## config.mk

```make
export PLATFORM = sky130hd
export DESIGN_NAME = fan_mode_scheduler
export DESIGN_NICKNAME = d
export VERILOG_FILES = /design/src/rtl/fan_pkg.sv /design/src/rtl/autooff_countdown.sv /design/src/rtl/fan_mode_scheduler.sv
export SDC_FILE = /design/constraint.sdc
export NUM_CORES = 1
export LEC_CHECK = 0
export CAP_MARGIN = 5
export CORE_UTILIZATION = 50
export CTS_CLUSTER_DIAMETER = 120
export DETAILED_ROUTE_END_ITERATION = 10
export HOLD_SLACK_MARGIN = 0.03
export PLACE_DENSITY = 0.72
export SLEW_MARGIN = 5
export SYNTH_ARGS = -nofsm -noshare
export SYNTH_HDL_FRONTEND = slang
export SYNTH_SLANG_ARGS = --single-unit
```

## constraint.sdc

```tcl
create_clock -name clk -period 5.3 [get_ports clk]
set_input_delay 1.06 -clock clk [delete_from_list [all_inputs] [get_ports clk]]
set_output_delay 1.06 -clock clk [all_outputs]
set_load 0.02 [all_outputs]
```

## src/rtl/fan_pkg.sv

```systemverilog
//------------------------------------------------------------------
// fan_pkg -- speed/mode encodings and FSM state type. Rev 1.0
//------------------------------------------------------------------
`default_nettype none

package fan_pkg;

   localparam logic [1:0] SPD_STOP = 2'd0;
   localparam logic [1:0] SPD_LOW  = 2'd1;
   localparam logic [1:0] SPD_MID  = 2'd2;
   localparam logic [1:0] SPD_HIGH = 2'd3;

   localparam logic [1:0] MODE_NORMAL  = 2'd0;
   localparam logic [1:0] MODE_NATURAL = 2'd1;
   localparam logic [1:0] MODE_SLEEP   = 2'd2;

   typedef enum logic {
      ST_OFF = 1'b0,
      ST_RUN = 1'b1
   } fan_state_t;

   function automatic logic [1:0] next_speed(input logic [1:0] spd);
      return (spd == SPD_HIGH) ? SPD_LOW : 2'(spd + 2'd1);
   endfunction

   function automatic logic [1:0] next_mode(input logic [1:0] mode);
      case (mode)
         MODE_NORMAL:  return MODE_NATURAL;
         MODE_NATURAL: return MODE_SLEEP;
         default:      return MODE_NORMAL;
      endcase
   endfunction

   // Natural-wind pattern: low, mid, high, mid
   function automatic logic [1:0] nat_level(input logic [1:0] idx);
      case (idx)
         2'd0:    return SPD_LOW;
         2'd2:    return SPD_HIGH;
         default: return SPD_MID;
      endcase
   endfunction

endpackage

`default_nettype wire

```

## src/rtl/autooff_countdown.sv

```systemverilog
//------------------------------------------------------------------
// autooff_countdown -- auto-off preset, countdown, expiry and blink. Rev 1.0
//------------------------------------------------------------------
`default_nettype none

module autooff_countdown
   import fan_pkg::*;
#(
   parameter int TIMER_STEP  = 60,
   parameter int TIMER_STEPS = 3,
   parameter int REM_W       = 8
) (
   input  logic             clk,
   input  logic             rst_n,
   input  logic             clear,
   input  logic             enable,
   input  logic             key_timer,
   input  logic             tick_1s,
   input  logic             tick_250ms,
   output logic [REM_W-1:0] remain_s,
   output logic             warn_blink,
   output logic             expire
);

   localparam int IDX_W = $clog2(TIMER_STEPS + 1);

   logic [IDX_W-1:0] preset;
   logic [IDX_W-1:0] preset_nxt;
   logic [REM_W-1:0] remain_nxt;
   logic             blink_nxt;
   logic             in_window;

   always_comb begin
      preset_nxt = preset;
      remain_nxt = remain_s;
      expire     = 1'b0;
      if (clear) begin
         preset_nxt = '0;
         remain_nxt = '0;
      end else if (enable) begin
         // A timer key outranks expiry: reloading keeps the fan running
         if (key_timer) begin
            preset_nxt = (preset == IDX_W'(TIMER_STEPS)) ? '0 : preset + IDX_W'(1);
            remain_nxt = REM_W'(preset_nxt) * REM_W'(TIMER_STEP);
         end else if (tick_1s && (remain_s != '0)) begin
            remain_nxt = remain_s - REM_W'(1);
            expire     = (remain_s == REM_W'(1));
         end
      end
      in_window = (remain_nxt != '0) && (remain_nxt <= REM_W'(10));
      blink_nxt = in_window ? (warn_blink ^ (enable & tick_250ms)) : 1'b0;
   end

   always_ff @(posedge clk or negedge rst_n) begin
      if (!rst_n) begin
         preset     <= '0;
         remain_s   <= '0;
         warn_blink <= 1'b0;
      end else begin
         preset     <= preset_nxt;
         remain_s   <= remain_nxt;
         warn_blink <= blink_nxt;
      end
   end

endmodule

`default_nettype wire

```

## src/rtl/fan_mode_scheduler.sv

```systemverilog
//------------------------------------------------------------------
// fan_mode_scheduler -- power FSM, user speed, wind mode sequencing. Rev 1.0
//------------------------------------------------------------------
`default_nettype none

module fan_mode_scheduler
   import fan_pkg::*;
#(
   parameter int TIMER_STEP  = 60,
   parameter int TIMER_STEPS = 3,
   parameter int NAT_HOLD    = 4,
   parameter int SLEEP_HOLD  = 10,
   parameter int REM_W       = 8
) (
   input  logic             clk,
   input  logic             rst_n,
   input  logic             key_power,
   input  logic             key_speed,
   input  logic             key_mode,
   input  logic             key_timer,
   input  logic             tick_1s,
   input  logic             tick_250ms,
   output logic             fan_on,
   output logic [1:0]       speed_out,
   output logic [1:0]       mode_out,
   output logic [REM_W-1:0] remain_s,
   output logic             warn_blink
);

   localparam int HOLD_MAX = (NAT_HOLD > SLEEP_HOLD) ? NAT_HOLD : SLEEP_HOLD;
   localparam int HOLD_W   = $clog2(HOLD_MAX + 1);

   fan_state_t        state;
   fan_state_t        state_nxt;
   logic [1:0]        user_spd, user_nxt;
   logic [1:0]        mode, mode_nxt;
   logic [1:0]        nat_idx, nat_nxt;
   logic [1:0]        sleep_lvl, sleep_nxt;
   logic [1:0]        speed_nxt;
   logic [HOLD_W-1:0] hold, hold_nxt;
   logic              in_run;
   logic              cd_enable;
   logic              expire;

   assign in_run    = (state == ST_RUN);
   assign cd_enable = in_run && !key_power;
   assign fan_on    = in_run;
   assign mode_out  = mode;

   autooff_countdown #(
      .TIMER_STEP  (TIMER_STEP),
      .TIMER_STEPS (TIMER_STEPS),
      .REM_W       (REM_W)
   ) u_countdown (
      .clk        (clk),
      .rst_n      (rst_n),
      .clear      (key_power),
      .enable     (cd_enable),
      .key_timer  (key_timer),
      .tick_1s    (tick_1s),
      .tick_250ms (tick_250ms),
      .remain_s   (remain_s),
      .warn_blink (warn_blink),
      .expire     (expire)
   );

   always_comb begin
      state_nxt = state;
      user_nxt  = user_spd;
      mode_nxt  = mode;
      nat_nxt   = nat_idx;
      sleep_nxt = sleep_lvl;
      hold_nxt  = hold;
      // Both power transitions start from the same clean internal state
      if (key_power || expire) begin
         state_nxt = in_run ? ST_OFF : ST_RUN;
         user_nxt  = SPD_LOW;
         mode_nxt  = MODE_NORMAL;
         nat_nxt   = 2'd0;
         sleep_nxt = SPD_LOW;
         hold_nxt  = '0;
      end else if (in_run) begin
         if (tick_1s) begin
            case (mode)
               MODE_NATURAL: begin
                  if (hold == HOLD_W'(NAT_HOLD - 1)) begin
                     hold_nxt = '0;
                     nat_nxt  = 2'(nat_idx + 2'd1);
                  end else begin
                     hold_nxt = hold + HOLD_W'(1);
                  end
               end
               MODE_SLEEP: begin
                  if (hold == HOLD_W'(SLEEP_HOLD - 1)) begin
                     hold_nxt = '0;
                     if (sleep_lvl > SPD_LOW) sleep_nxt = 2'(sleep_lvl - 2'd1);
                  end else begin
                     hold_nxt = hold + HOLD_W'(1);
                  end
               end
               default: hold_nxt = hold;
            endcase
         end
         if (key_speed) begin
            user_nxt = next_speed(user_spd);
            if (mode == MODE_SLEEP) hold_nxt = '0;
         end
         if (key_mode) begin
            mode_nxt  = next_mode(mode);
            nat_nxt   = 2'd0;
            hold_nxt  = '0;
            sleep_nxt = user_nxt;
         end
      end

      speed_nxt = SPD_STOP;
      if (state_nxt == ST_RUN) begin
         case (mode_nxt)
            MODE_NATURAL: speed_nxt = nat_level(nat_nxt);
            MODE_SLEEP:   speed_nxt = sleep_nxt;
            default:      speed_nxt = user_nxt;
         endcase
      end
   end

   always_ff @(posedge clk or negedge rst_n) begin
      if (!rst_n) begin
         state     <= ST_OFF;
         user_spd  <= SPD_STOP;
         mode      <= MODE_NORMAL;
         nat_idx   <= 2'd0;
         sleep_lvl <= SPD_STOP;
         hold      <= '0;
         speed_out <= SPD_STOP;
      end else begin
         state     <= state_nxt;
         user_spd  <= user_nxt;
         mode      <= mode_nxt;
         nat_idx   <= nat_nxt;
         sleep_lvl <= sleep_nxt;
         hold      <= hold_nxt;
         speed_out <= speed_nxt;
      end
   end

endmodule

`default_nettype wire

```

==> results of run 1 <==
==> worst max-delay path, stage by stage <==
cell and delay (ns):
clkdlybuf4s50_1 0.64, nor4b_1 0.46, a41oi_1 0.38, nand2b_1 0.20, inv_1 0.07, ha_1 0.32
o32a_1 0.35
==> final timing paths <==
check                                           to               startpoint  slack (ns)
max reg2reg                           speed_out[1]  u_countdown.remain_s[0]        2.58
min reg2reg                                hold[0]                  hold[0]        0.54
min                                        hold[0]                  hold[0]        0.54
max                                   speed_out[1]                  tick_1s        1.97
max in group asynchronous  u_countdown.remain_s[4]                    rst_n        3.89
min in group asynchronous    u_countdown.preset[1]                    rst_n        1.16
==> final cells by class <==
cell class | instances | share of cell area
well taps | 48 | 0.0265
repair buffers | 22 | 0.0960
clock buffers | 3 | 0.0182
inverters | 19 | 0.0315
flip-flops and latches | 26 | 0.287
multi-input cells | 174 | 0.541
==> routing by layer <==
metal,global-route usage,up-vias
met3,0.0475,4
met5,0,-
li1,-,867
met2,0.348,48
met4,0.0500,0
met1,0.343,830
==> flip-flops by register name, summed over array words and instances (netlist names) <==
register and count:
u_countdown.warn_blink 1, hold 4, u_countdown.preset 2, user_spd 2
speed_out 2, fan_on 1, u_countdown.remain_s 8, sleep_lvl 2
mode_out 2, nat_idx 2
==> cells in the final DEF, fill, tap and decap left out, types with 3 or more instances in the layout <==
master            n
nor3_1            6
dfrtp_1          26
o21ai_0           9
a21boi_0          3
or2_2             3
a31oi_1           4
o22ai_1           3
mux2i_1           6
nand2b_1          5
nand2_1          20
o211ai_1          3
nor4_1            3
nor2_1           17
nand3_1           6
ha_1             15
or3_1             4
clkbuf_8          3
a21oi_1          10
nor2b_1           3
inv_1            19
clkdlybuf4s50_1  21
a41oi_1           3
and2_1            4
==> kinds of logic (layout without fill, tap and decap cells) <==
logic type | Yosys count | count (layout)
fa+ha+maj | 15 | 15
compound gates | 62 | 62
buf+inv | 25 | 44
xor+xnor | 4 | 4
flops | 26 | 26
mux | 7 | 7
simple gates | 86 | 86
==> where the power goes <==
group,internal [mW],total (mW),switching [mW]
clock,0.0508,0.107,0.0562
sequential,0.216,0.250,0.0346
combinational,0.0977,0.222,0.124
==> through the flow <==
step	total power, mW	instances
after global placement	0.472	289
after floorplan	0.397	225
after CTS	0.582	292
after global routing	0.618	292
final	0.579	292
after detailed placement	0.473	289
==> results.json, run 1 <==
{
  "hold_violations": 0,
  "initialDrtViolationCount": 105,
  "worst_pin_slew_ns": 0.788,
  "core_sq_um": 3720,
  "root_buffer": "clkbuf_8",
  "yosys-top-cells-area": "dfrtp_1 33%, ha_1 9.5%, nand2_1 3.8%",
  "pre_cts_ws_ns": 1.75,
  "synthFlopType": "dfrtp_1",
  "maxSlewViolCount": 0,
  "antenna_found_initial": 0,
  "cts_buffers": 3,
  "rsz0062_at_grt": "false",
  "gp_congestion": 0.957,
  "synth_seq_area_share": 0.330,
  "startpoint_type": "input pin",
  "p_leak_nw": 0.967,
  "synth_warnings": 0,
  "drtAntennaViolNets": 0,
  "fp.dieH_um": 64.8,
  "hold_depth": 1,
  "rows": 22,
  "synth-xor-area-share": 0.0178,
  "hpwl_um": 3390,
  "setup_viol_count_final": 0,
  "reg2reg_depth": 8,
  "die-area_sq_um": 4200,
  "die_w_um": 64.8,
  "dpl_cell_area_sq_um": 2230,
  "groute.usage.overall": 0.233,
  "cts_max_level": 1,
  "synthMuxAreaShare": 0.0362,
  "post_cts_buffers": 0,
  "setup_slack_ns": 1.97,
  "clock.fmax_mhz": 301,
  "wl_met1_um": 2310,
  "setup.worst_path.end_class": "flop",
  "io_buffers": 21,
  "maxCapViolations": 0,
  "nets": 269,
  "irDropWorstVdd_mv": 0.180,
  "ctsHoldBuffers": 0,
  "synth_fa_ha_area_frac": 0.0952,
  "io_pins": 22,
  "syn2layout_area_growth_pct": 15.0,
  "synth-edff-count": 0,
  "drt-total-wl_um": 4470,
  "relSlewSlack": 0.475,
  "dr.max_layer_used": "met4",
  "yosys.area_share.simple": 0.245,
  "clock_latency_ns": 0.26,
  "drc": 0,
  "synth_top_family_by_area": "simple AND/OR/NAND/NOR gates",
  "cts-resized-gates": 0,
  "grt_pass1_vias": 1616,
  "fin_skew_ns": 0.00167,
  "yosysTopAreaCell": "dfrtp_1",
  "n_fill_cell": 335,
  "syn_inst": 225,
  "synth_top_area_frac": 0.330,
  "hold_slack_ns": 0.537,
  "path_clk_slew_ns": 0.08,
  "grt_first_pass_wirelength_um": 7560,
  "postLayoutCoreUtil": 0.610,
  "drtPass1Iterations": 4,
  "clock-sinks": 26,
  "syn-num-nets": 248,
  "ys_ff_latch": 26,
  "start_util": 0.531,
  "viasPerCell": 5.99,
  "num_antenna_cells": 0,
  "grt_max_degree": 27,
  "cts.path.max_buffers": 2,
  "seqCellArea_sq_um": 651,
  "vias": 1749,
  "wl_met3_um": 211,
  "synth.distinct_cells": 61,
  "syn_area_per_cell_sq_um": 8.76,
  "drive_gt1_frac": 0.0574,
  "cp.arrival_ns": 3.48,
  "hp-class": "reg -> reg",
  "worstPathRequired_ns": 5.45,
  "synth_compound_area_frac": 0.228,
  "tns_ns": 0,
  "fin_crit_ns": 3.33,
  "synth_common_cells": "26 x dfrtp_1, 20 x nand2_1, 19 x inv_1",
  "wl_per_cell_um": 15.3,
  "cts_tree": "done",
  "yosysMostFrequentCell": "dfrtp_1",
  "period_share": 0.628,
  "status": "complete, no violations",
  "critical_path_class": "in -> reg",
  "async_flop_share": 1.00,
  "multi_input_area_sq_um": 1230,
  "grt_overflow": 0,
  "cp_max_fo": 9,
  "p_per_area_nw_per_um2": 255,
  "met2_length_um": 1910,
  "final_area_sq_um": 2270,
  "syn_area_sq_um": 1970
}
Note: power is estimated with default switching activity, not from simulation.
==> run 2, diff against run 1 <==
clock period = 3.1 ns   (was 5.3 ns; I/O delays follow)
==> run 2 against run 1 <==
Compared with the run above:
- clock power grew to 2.7 times the previous value
- final area up 3.3%
- wire length grew 8.3%
- critical path depth up 2
- sequential power is 72% higher
- final cell count increased by 2.4%
- critical endpoint unchanged
==> results.json, run 2 (synthesized netlist as in run 1, its figures left out) <==
{
  "relSlewSlack": 0.458,
  "clock_latency_ns": 0.28,
  "fin_crit_ns": 2.62,
  "drc": 0,
  "grt_pass1_vias": 1737,
  "dpl_cell_area_sq_um": 2270,
  "p_leak_nw": 1.01,
  "status": "complete, no violations",
  "cp.arrival_ns": 2.84,
  "io_buffers": 21,
  "groute.usage.overall": 0.251,
  "largest_register_ffs": 8,
  "top_register": "u_countdown.remain_s",
  "grt_first_pass_wirelength_um": 8150,
  "root_buffer": "clkbuf_8",
  "setup_slack_ns": 0.481,
  "critPathMaxStageDelay_ns": 0.65,
  "gp_congestion": 0.950,
  "p_per_area_nw_per_um2": 472,
  "startpoint_type": "input pin",
  "hp-class": "reg -> reg",
  "antenna_found_initial": 0,
  "maxCapViolations": 0,
  "cts_max_level": 1,
  "clock.fmax_mhz": 382,
  "ctsHoldBuffers": 0,
  "core_sq_um": 3720,
  "period_share": 0.845,
  "fin_cells": 299,
  "die_w_um": 64.8,
  "rsz0062_at_grt": "false",
  "pre_cts_ws_ns": 0.246,
  "io_pins": 22,
  "drt-total-wl_um": 4840,
  "setup.worst_path.end_class": "flop",
  "cp.buffers_inverters": 3,
  "start_util": 0.531,
  "path_clk_slew_ns": 0.10,
  "num_antenna_cells": 0,
  "maxSlewViolCount": 0,
  "critical_path_class": "in -> reg",
  "fp.dieH_um": 64.8,
  "worst_path_dominant_cell_family": "buffers and inverters",
  "drive_gt1_frac": 0.0837,
  "fin_skew_ns": 0.00965,
  "rows": 22,
  "cts_buffers": 3,
  "slowest_stage": "clkdlybuf4s50_1",
  "initialDrtViolationCount": 135,
  "grt_overflow": 0,
  "hold_slack_ns": 0.549,
  "path_common_cell": "inv_1",
  "setup_viol_count_final": 0,
  "post_cts_buffers": 0,
  "irDropWorstVdd_mv": 0.317,
  "hpwl_um": 3560,
  "clock-sinks": 26,
  "dp.cells": 295,
  "tns_ns": 0,
  "final_common_cell": "dfrtp_1",
  "nets": 275,
  "vias": 1826,
  "reg_top3": "u_countdown.remain_s x8, hold x4",
  "worstPathRequired_ns": 3.32,
  "drtPass1Iterations": 4,
  "cts.path.max_buffers": 2,
  "path_cells": "clkdlybuf4s50_1 > nor2b_1 > a41oi_1 > nand2b_1 > inv_1 > ha_1 > inv_1 > nor4_1 > o32a_1",
  "final_cell_mix": "26 x dfrtp_1, 21 x clkdlybuf4s50_1, 20 x nand2_1",
  "wl_per_cell_um": 16.2,
  "viasPerCell": 6.11,
  "grt_max_degree": 27,
  "cts_tree": "done",
  "drtAntennaViolNets": 0,
  "syn2layout_area_growth_pct": 18.8,
  "cp_max_fo": 8,
  "cts-resized-gates": 0,
  "final_area_sq_um": 2340,
  "hold_violations": 0,
  "worst_pin_slew_ns": 0.814,
  "die-area_sq_um": 4200
}
==> run 2: cell types whose count changed in the layout (fill, tap and decap cells not counted), sizes merged <==
| cell | delta |
|---|---|
| buf | +6 |
| bufinv | +1 |
==> run 2: cell type report <==
type                            count  area (sq um)
Clock buffer                        3          41.3
Sequential cell                    26           651
Multi-Input combinational cell    174          1230
Inverter                           19          71.3
Timing Repair Buffer               28           263
Fill cell                         349          1370
Tap cell                           48          60.1
Clock inverter                      1          30.0
==> run 2: report_power, final <==
part | total [mW] | internal (mW) | switching [mW] | leakage [nW]
Combinational | 0.390 | 0.174 | 0.216 | 0.630
Clock | 0.285 | 0.173 | 0.112 | 0.0357
Sequential | 0.430 | 0.369 | 0.0609 | 0.344
Total | 1.11 | 0.716 | 0.390 | 1.01
==> run 2: worst paths after layout <==
path	startpoint	to	slack [ns]	depth (start not counted)
min in group asynchronous	rst_n	fan_on	0.71	2
min	hold[3]	hold[3]	0.55	1
max in group asynchronous	rst_n	nat_idx[0]	2.13	2
min reg2reg	hold[3]	hold[3]	0.55	1
max	key_timer	speed_out[1]	0.48	9
max reg2reg	u_countdown.remain_s[0]	speed_out[1]	0.53	8
==> run 2: metrics by stage <==
step           total power [mW]  utilization
2_1_floorplan             0.679            -
3_3_place_gp              0.812        0.611
3_5_place_dp              0.818        0.611
4_1_cts                    1.11        0.630
5_1_grt                    1.16        0.630
6_report                   1.11        0.630
==> run 2: layer usage <==
layer,part of all wire,GRT usage,vias up
met2,0.45,0.402,70
li1,-,-,881
met5,0,0,-
met1,0.48,0.347,863
met3,0.055,0.0387,12
met4,0.014,0.0694,0
==> run 2: worst reg2reg max path, stage by stage (launching register included) <==
cell and delay, ns:
dfrtp_1 0.49, inv_1 0.12, ha_1 0.23, nor4b_1 0.35, a41oi_1 0.32, nand2b_1 0.19, inv_1 0.07, ha_1 0.33
o32a_1 0.37
